## src/rtl/lsu_pkg.sv

```systemverilog
// Shared encodings for the load/store unit: access sizes, FSM states, data width.
// Optional misalignment trapping in lsu is enabled by defining LSU_MISALIGN_CHECK_EN.
package lsu_pkg;

  localparam int WORD_DATA = 32;

  localparam logic ENABLE  = 1'b1;
  localparam logic DISABLE = 1'b0;

  localparam logic [1:0] LSU_SIZE_B = 2'b00;
  localparam logic [1:0] LSU_SIZE_H = 2'b01;
  localparam logic [1:0] LSU_SIZE_W = 2'b10;

  typedef enum logic [1:0] {
    ST_IDLE = 2'd0,
    ST_BUS  = 2'd1,
    ST_RESP = 2'd2
  } lsu_state_e;

  // True for accesses the bus cannot carry in one naturally aligned beat.
  function automatic logic is_misaligned(input logic [1:0] size, input logic [1:0] a);
    case (size)
      LSU_SIZE_B: is_misaligned = DISABLE;
      LSU_SIZE_H: is_misaligned = a[0];
      LSU_SIZE_W: is_misaligned = (a != 2'b00);
      default:    is_misaligned = ENABLE;
    endcase
  endfunction

endpackage

```

## src/rtl/lsu_align.sv

```systemverilog
// Byte-lane alignment: store byte enables / replicated write data, and load
// lane extraction with sign or zero extension. Purely combinational.
module lsu_align
  import lsu_pkg::*;
(
  input  logic [1:0]           st_size,
  input  logic [1:0]           st_addr,
  input  logic [WORD_DATA-1:0] st_wdata,
  output logic [3:0]           be,
  output logic [WORD_DATA-1:0] wdata,
  input  logic [1:0]           ld_size,
  input  logic [1:0]           ld_addr,
  input  logic                 ld_unsigned,
  input  logic [WORD_DATA-1:0] rdata,
  output logic [WORD_DATA-1:0] ld_data
);

  logic [WORD_DATA-1:0] byte_sh;
  logic [WORD_DATA-1:0] half_sh;

  // Misaligned halves/words fall through to the aligned lane because the
  // low address bits are simply not used for those sizes.
  always_comb begin
    be    = 4'b1111;
    wdata = st_wdata;
    case (st_size)
      LSU_SIZE_B: begin
        be    = 4'b0001 << st_addr;
        wdata = {4{st_wdata[7:0]}};
      end
      LSU_SIZE_H: begin
        be    = 4'b0011 << {st_addr[1], 1'b0};
        wdata = {2{st_wdata[15:0]}};
      end
      default: ;
    endcase
  end

  assign byte_sh = rdata >> {ld_addr, 3'b000};
  assign half_sh = rdata >> {ld_addr[1], 4'b0000};

  always_comb begin
    ld_data = rdata;
    case (ld_size)
      LSU_SIZE_B: ld_data = ld_unsigned ? {24'b0, byte_sh[7:0]}
                                        : {{24{byte_sh[7]}}, byte_sh[7:0]};
      LSU_SIZE_H: ld_data = ld_unsigned ? {16'b0, half_sh[15:0]}
                                        : {{16{half_sh[15]}}, half_sh[15:0]};
      default: ;
    endcase
  end

endmodule

```

## src/rtl/lsu.sv

```systemverilog
// Load/store unit: one access at a time over a req/ack bus, IDLE -> BUS -> RESP.
// Define LSU_MISALIGN_CHECK_EN to trap misaligned or reserved-size accesses.
module lsu
  import lsu_pkg::*;
#(
  parameter int TIMEOUT_CYCLES = 255
) (
  input  logic                 clk,
  input  logic                 rst,
  input  logic                 lsu_req,
  input  logic                 lsu_we,
  input  logic [1:0]           lsu_size,
  input  logic                 lsu_unsigned,
  input  logic [WORD_DATA-1:0] lsu_addr,
  input  logic [WORD_DATA-1:0] lsu_wdata,
  output logic                 lsu_busy,
  output logic                 lsu_done,
  output logic [WORD_DATA-1:0] lsu_rdata,
  output logic                 lsu_err,
  output logic                 bus_req,
  output logic                 bus_we,
  output logic [WORD_DATA-1:0] bus_addr,
  output logic [3:0]           bus_be,
  output logic [WORD_DATA-1:0] bus_wdata,
  input  logic [WORD_DATA-1:0] bus_rdata,
  input  logic                 bus_ack,
  output lsu_state_e           state
);

  localparam logic [7:0] TIMEOUT_LIMIT = 8'(TIMEOUT_CYCLES);

  lsu_state_e           next_state;
  logic [7:0]           tmo_cnt;
  logic                 err_q;
  logic [1:0]           size_q;
  logic [1:0]           addr_lo_q;
  logic                 unsigned_q;
  logic [3:0]           be_next;
  logic [WORD_DATA-1:0] wdata_next;
  logic [WORD_DATA-1:0] ld_data;
  logic                 misalign;
  logic                 tmo_hit;

`ifdef LSU_MISALIGN_CHECK_EN
  assign misalign = is_misaligned(lsu_size, lsu_addr[1:0]);
`else
  assign misalign = DISABLE;
`endif

  assign tmo_hit = (tmo_cnt == TIMEOUT_LIMIT);

  lsu_align u_align (
    .st_size     (lsu_size),
    .st_addr     (lsu_addr[1:0]),
    .st_wdata    (lsu_wdata),
    .be          (be_next),
    .wdata       (wdata_next),
    .ld_size     (size_q),
    .ld_addr     (addr_lo_q),
    .ld_unsigned (unsigned_q),
    .rdata       (bus_rdata),
    .ld_data     (ld_data)
  );

  always_ff @(posedge clk) begin
    if (rst) state <= ST_IDLE;
    else     state <= next_state;
  end

  always_comb begin
    next_state = state;
    case (state)
      ST_IDLE: if (lsu_req) next_state = misalign ? ST_RESP : ST_BUS;
      ST_BUS:  if (bus_ack || tmo_hit) next_state = ST_RESP;
      ST_RESP: next_state = ST_IDLE;
      default: next_state = ST_IDLE;
    endcase
  end

  // Request fields are latched on accept so bus outputs stay stable until ack.
  always_ff @(posedge clk) begin
    if (rst) begin
      bus_we     <= DISABLE;
      bus_addr   <= '0;
      bus_be     <= '0;
      bus_wdata  <= '0;
      lsu_rdata  <= '0;
      tmo_cnt    <= '0;
      err_q      <= DISABLE;
      size_q     <= '0;
      addr_lo_q  <= '0;
      unsigned_q <= DISABLE;
    end else begin
      case (state)
        ST_IDLE: begin
          if (lsu_req) begin
            bus_we     <= lsu_we;
            bus_addr   <= {lsu_addr[WORD_DATA-1:2], 2'b00};
            bus_be     <= be_next;
            bus_wdata  <= wdata_next;
            size_q     <= lsu_size;
            addr_lo_q  <= lsu_addr[1:0];
            unsigned_q <= lsu_unsigned;
            tmo_cnt    <= '0;
            err_q      <= misalign;
          end
        end
        ST_BUS: begin
          if (bus_ack) begin
            if (!bus_we) lsu_rdata <= ld_data;
          end else if (tmo_hit) begin
            err_q <= ENABLE;
          end else begin
            tmo_cnt <= tmo_cnt + 8'd1;
          end
        end
        ST_RESP: begin
          err_q   <= DISABLE;
          tmo_cnt <= '0;
        end
        default: ;
      endcase
    end
  end

  assign bus_req  = (state == ST_BUS);
  assign lsu_busy = (state != ST_IDLE);
  assign lsu_done = (state == ST_RESP);
  assign lsu_err  = lsu_done && err_q;

endmodule

```

## config.mk

```make
export PLATFORM = sky130hd
export DESIGN_NAME = lsu
export DESIGN_NICKNAME = d
export VERILOG_FILES = /design/src/rtl/lsu_pkg.sv /design/src/rtl/lsu_align.sv /design/src/rtl/lsu.sv
export SDC_FILE = /design/constraint.sdc
export NUM_CORES = 1
export LEC_CHECK = 0
export CAP_MARGIN = 20
export CORE_ASPECT_RATIO = 1.2
export CORE_UTILIZATION = 39
export DETAILED_ROUTE_END_ITERATION = 6
export PLACE_DENSITY = 0.77
export RECOVER_POWER = 25
export SYNTH_ARGS = -nofsm -noshare
export SYNTH_HDL_FRONTEND = slang
export SYNTH_SLANG_ARGS = --single-unit
export TNS_END_PERCENT = 5
```

## constraint.sdc

```tcl
create_clock -name clk -period 3.8 [get_ports clk]
set_input_delay 1.14 -clock clk [delete_from_list [all_inputs] [get_ports clk]]
set_output_delay 1.14 -clock clk [all_outputs]
set_load 0.05 [all_outputs]
```

==> impl_metrics.tcl, run 1 <==
set metrics [dict create \
    status "finished with violations" \
    instances_no_fill 1002 \
    yosysUniqueCellTypes 44 \
    drtPass1Iterations 5 \
    io_buffers 208 \
    core_um2 12700 \
    io_pins 211 \
    r2r_cells 4 \
    r2r_start "state[0]$_SDFFE_PP0P_" \
    dieArea_um2 13500 \
    cts_buffers 17 \
    path_clk_slew_ns 0.05 \
    setup_violations 0 \
    postCtsSetupRepairBufs 0 \
    cts_tree "built" \
    dp_cells 970 \
    slew_violations 53 \
    startpoint_type "flip-flop" \
    grt_pass1_wl_um 25000 \
    holdBufCountCts 0 \
    min_path_type "reg2reg" \
    cellPowerDensity_nw_per_um2 493 \
    clock.fmax_mhz 313 \
    power.total_mw 3.86 \
    finalCritPeriodShare_pct 84.1 \
    routedWlPerCell_um 15.6 \
    cts_buffer_depth 2 \
    tightest_slew_ns 1.76 \
    ant_nets 0 \
    area_growth_pct 53.7 \
    power_leakage_nw 2.84 \
    hp-start "bus_addr[8]$_SDFFE_PP0P_" \
    grt_max_degree 94 \
    drc 0 \
    async_flop_share_pct 0 \
    finalHoldViolCount 0 \
    diodes 0 \
    overflow 0 \
    gp_congestion 0.881 \
    hold_depth 2 \
    relSlewSlack_pct -17.6 \
    drive_gt1_share_pct 7.28 \
    final_common_cell "clkdlybuf4s50_1" \
    worstPathRequired_ns 2.66 \
    setup_tns_ns 0 \
    crit_path_max_fanout 9 \
    layout_common_cells "clkdlybuf4s50_1, nand2_1, dfxtp_1, nor2_1, a21oi_1" \
    start_util_pct 40.2 \
    ys_ff_latch 115 \
    clkLatencyLatePin_ns 0.39 \
    critPathKind "reg2out" \
    rows 45 \
    syn_avg_cell_area_um2 7.96 \
    min_period_ns 3.20 \
    drv_cap 1 \
    totalWireLength_um 15600 \
    ir_worst_vdd_v 0.000256 \
    whs_ns 0.451 \
    syn_area_um2 5090 \
    yosys_warnings 0 \
    failed_checks "max-capacitance violations, max-slew violations" \
    finalClockSkew_ns 0.00931 \
    die_w_um 106 \
    grt_use_total_pct 23.1 \
    nets 930 \
    clkSinkCount 115 \
    antenna_found_initial 0 \
    ys_seq_area_share_pct 45.2 \
    vias 5286 \
    hpwl_um 10900 \
    synth_enable_flop_cells 0 \
    r2r-end "lsu_rdata[8]$_SDFFE_PP0P_" \
    end_kind "output pin" \
    via_per_inst 5.28 \
    grt_pass1_vias 5205 \
    ctsRootBufferMaster "clkbuf_16" \
    dr.first_iter.drc_count 248 \
    synthFlopType "dfxtp_1" \
    hold_end "bus_addr[8]$_SDFFE_PP0P_" \
    htreeDepth 4 \
    r2r_slack_ns 1.49 \
    crit_arrival_ns 2.06 \
    cts-resized-gates 0 \
    die_y_um 127 \
    syn_inst 640 \
    rsz0062_at_grt "no" \
]
[through the flow]
| stage | setup WS, ns | area (um2) | util, % |
|---|---|---|---|
| floorplan | 0.565 | 5100 | - |
| finish | 0.604 | 7830 | 61.8 |
| global placement | 0.614 | 7230 | 57.1 |
| detailed placement | 0.511 | 7230 | 57.1 |
| CTS | 0.556 | 7870 | 62.1 |
| global route | 0.433 | 7830 | 61.8 |
[worst max-delay path: stages, from the launching register on]
cell and delay (ns):
dfxtp_1 0.46, nor2b_1 0.25, and2_1 0.16, clkdlybuf4s50_1 0.80
[worst max path at each step]
| stage | from | end | slack (ns) |
|---|---|---|---|
| floorplan | state[1]$_SDFFE_PP0P_ | lsu_err | 0.57 |
| global placement | bus_ack | lsu_rdata[11]$_SDFFE_PP0P_ | 0.61 |
| detailed placement | bus_ack | lsu_rdata[8]$_SDFFE_PP0P_ | 0.51 |
| CTS | state[1]$_SDFFE_PP0P_ | lsu_err | 0.56 |
| global route | lsu_req | unsigned_q$_SDFFE_PP0P_ | 0.43 |
| finish | state[1]$_SDFFE_PP0P_ | lsu_err | 0.60 |
[registers in the layout, summed over array words and instances, names as in the netlist]
| register | flops |
|---|---|
| addr_lo_q | 2 |
| bus_addr | 30 |
| bus_be | 4 |
| bus_wdata | 32 |
| bus_we | 1 |
| err_q | 1 |
| lsu_rdata | 32 |
| size_q | 2 |
| state | 2 |
| tmo_cnt | 8 |
| unsigned_q | 1 |
[cells by family (layout without fill, tap and decap cells)]
kind of cell / count (synthesis) / in the layout / share of synthesized area [%]
other cells: 1 / 2 / 0.0736
simple gates: 271 / 271 / 22.3
flops: 115 / 115 / 45.2
fa+ha+maj: 1 / 1 / 0.246
buf+inv: 58 / 255 / 5.01
compound gates: 168 / 168 / 21.9
mux: 26 / 26 / 5.31
[synthesized netlist by cell type (3+ instances only)]
cell      instances  area, um2
a31oi_1          14       87.6
nor3_1            9       45.0
mux2_2            8       90.1
nand2_1         165        619
nor2_1           64        240
a21oi_1          62        310
mux2i_1          18        180
dfxtp_1         115       2300
o21ai_0          30        150
nand3b_1          8       60.1
buf_1             3       11.3
inv_1             7       26.3
o221a_2           7       78.8
a311oi_1          8       70.1
clkbuf_1         32        120
nand2b_1          6       37.5
nand3_1           3       15.0
nor2b_1           4       25.0
a211oi_1         25        188
a211oi_2         10        125
buf_2            12       60.1
[per-layer routing]
| layer | vias up | global-route usage, % | share of wire, % |
|---|---|---|---|
| li1 | 2582 | - | - |
| met1 | 2481 | 26.7 | 40 |
| met2 | 198 | 39.7 | 50 |
| met3 | 25 | 6.79 | 7.6 |
| met4 | 0 | 9.15 | 2.5 |
| met5 | - | 0 | 0 |
[power breakdown]
part / internal (mW) / switching [mW] / leakage (nW)
logic: 0.316 / 0.515 / 1.59
clock network: 1.16 / 0.531 / 0.309
registers: 1.29 / 0.0502 / 0.943
[final cells by class]
| type | instances | area, um2 |
|---|---|---|
| clock buffer | 23 | 488 |
| timing repair buffer | 216 | 2150 |
| clock inverter | 9 | 150 |
| tap | 164 | 205 |
| multi-input combinational | 468 | 2510 |
| sequential | 115 | 2300 |
| inverter | 7 | 26.3 |
| fill | 1096 | 4840 |
Power figures use the tool's default switching activity.
==> run 2, diff against run 1 <==
PLACE_DENSITY = 0.8   (was 0.77)
clock period = 2.9 ns   (was 3.8 ns; I/O delays follow)
==> run 2 against run 1 <==
Effect of this change: the flow now finishes without violations; critical path type unchanged; design area is 1.0% higher; global-route usage is 0.084 points lower; first-iteration DRC count is 21% lower; via count is 1.1% lower; critical endpoint unchanged.
==> impl_metrics.tcl, run 2 (same netlist as run 1, synthesis figures left out) <==
set metrics [dict create \
    diodes 0 \
    relSlewSlack_pct 47.5 \
    start_util_pct 40.2 \
    worstPathRequired_ns 2.03 \
    r2r-end "bus_be[3]$_SDFFE_PP0P_" \
    cellPowerDensity_nw_per_um2 641 \
    p_sw_share_pct 28.5 \
    die_w_um 106 \
    hold_depth 2 \
    startpoint_type "flip-flop" \
    ir_worst_vdd_v 0.000427 \
    path_buf_inv 1 \
    crit_family "buffers and inverters" \
    crit_path_max_fanout 9 \
    crit_arrival_ns 1.92 \
    ant_nets 0 \
    hold_end "err_q$_SDFFE_PP0P_" \
    ctsRootBufferMaster "clkbuf_16" \
    finalClockSkew_ns 0.00892 \
    fin_util_pct 62.4 \
    tightest_slew_ns 0.787 \
    via_per_inst 5.18 \
    cts_tree "built" \
    io_buffers 208 \
    grt_max_degree 76 \
    dp_cells 978 \
    instances_no_fill 1010 \
    min_path_type "reg2reg" \
    grt_use_total_pct 23.0 \
    postCtsSetupRepairBufs 0 \
    grt_pass1_wl_um 24500 \
    rsz0062_at_grt "no" \
    crit_slowest_cell "clkdlybuf4s50_1" \
    dieArea_um2 13500 \
    r2r_cells 6 \
    totalWireLength_um 15400 \
    setup_tns_ns 0 \
    holdBufCountCts 0 \
    hpwl_um 10900 \
    nets 938 \
    r2r_slack_ns 0.86 \
    drv_cap 0 \
    cts_buffers 17 \
    hp-start "err_q$_SDFFE_PP0P_" \
    setup_violations 0 \
    dr.first_iter.drc_count 196 \
    whs_ns 0.447 \
    end_kind "output pin" \
    drc 0 \
    comb_power_share_pct 21.7 \
    die_y_um 127 \
    grt_pass1_vias 4915 \
    rows 45 \
    finalHoldViolCount 0 \
    clkSinkCount 115 \
    overflow 0 \
    fillers 1110 \
    design_area_um2 7910 \
    min_period_ns 2.79 \
    worstPathCellList "nor2b_2, and2_1, clkdlybuf4s50_1" \
    cts-resized-gates 0 \
    gp_congestion 0.850 \
    slew_violations 0 \
    clkLatencyLatePin_ns 0.40 \
    power.clock.fraction_pct 43.9 \
    reg_top3 "bus_wdata (32), lsu_rdata (32), bus_addr (30)" \
    critPathKind "reg2out" \
    final_common_cell "clkdlybuf4s50_1" \
    drtPass1Iterations 4 \
    p_int_mw 3.63 \
    cts_buffer_depth 2 \
    sequentialPowerShare_pct 34.5 \
    io_pins 211 \
    power_leakage_nw 2.88 \
    layout_common_cells "clkdlybuf4s50_1, nand2_1, dfxtp_1, nor2_1, a21oi_1" \
    power_switching_mw 1.45 \
    finalCritPeriodShare_pct 96.1 \
    status "finished, final reports clean" \
    area_growth_pct 55.3 \
    htreeDepth 4 \
    routedWlPerCell_um 15.2 \
    crit_start "state[0]$_SDFFE_PP0P_" \
    max_stage_delay_ns 0.80 \
    path_clk_slew_ns 0.05 \
    vias 5229 \
    drive_gt1_share_pct 8.75 \
    placed_area_um2 7310 \
    antenna_found_initial 0 \
    r2r_start "state[1]$_SDFFE_PP0P_" \
    core_um2 12700 \
    clock.fmax_mhz 359 \
]
==> run 2: how the worst max path moves through the flow <==
stage / slack, ns / to / cells past startpoint
final: 0.11 / lsu_err / 3
after global routing: 0.009 / bus_be[3]$_SDFFE_PP0P_ / 6
after CTS: 0.09 / lsu_err / 3
after detailed placement: 0.27 / lsu_rdata[2]$_SDFFE_PP0P_ / 5
after global placement: 0.31 / lsu_rdata[0]$_SDFFE_PP0P_ / 5
after floorplan: 0.20 / lsu_err / 2
==> run 2: final cells by class <==
| type | count | area [um2] | share of cell area, % |
|---|---|---|---|
| clock inverters | 10 | 181 | 2.29 |
| well taps | 164 | 205 | 2.59 |
| repair buffers | 224 | 2210 | 27.9 |
| clock buffers | 22 | 444 | 5.62 |
| multi-input cells | 468 | 2540 | 32.2 |
| inverters | 7 | 26.3 | 0.332 |
| flip-flops and latches | 115 | 2300 | 29.1 |
==> run 2: power groups by stage <==
stage               registers (mW)  logic, mW  clock network, mW
floorplan                     2.10      0.342                  0
global placement              1.78       1.10                  0
detailed placement            1.78       1.10                  0
CTS                           1.75       1.11               2.27
global route                  1.76       1.17               2.35
finish                        1.75       1.10               2.22
==> run 2: routing by layer <==
| metal | GRT usage, % | up-vias | wire length (um) |
|---|---|---|---|
| li1 | - | 2598 | - |
| met1 | 27.3 | 2404 | 6210 |
| met2 | 39.8 | 213 | 7740 |
| met3 | 7.14 | 14 | 1250 |
| met4 | 6.37 | 0 | 167 |
| met5 | 0 | - | 0 |
==> run 2: tightest hold or removal path: stages, from the launching register on <==
cell and delay, ns:
dfxtp_1 0.30, nand2_1 0.05, a21oi_1 0.05
==> run 2: per-stage QoR <==
stage | setup slack [ns] | power [mW]
6_report | 0.112 | 5.07
2_1_floorplan | 0.196 | 2.44
5_1_grt | 0.00897 | 5.28
4_1_cts | 0.0857 | 5.13
3_3_place_gp | 0.305 | 2.87
3_5_place_dp | 0.275 | 2.89
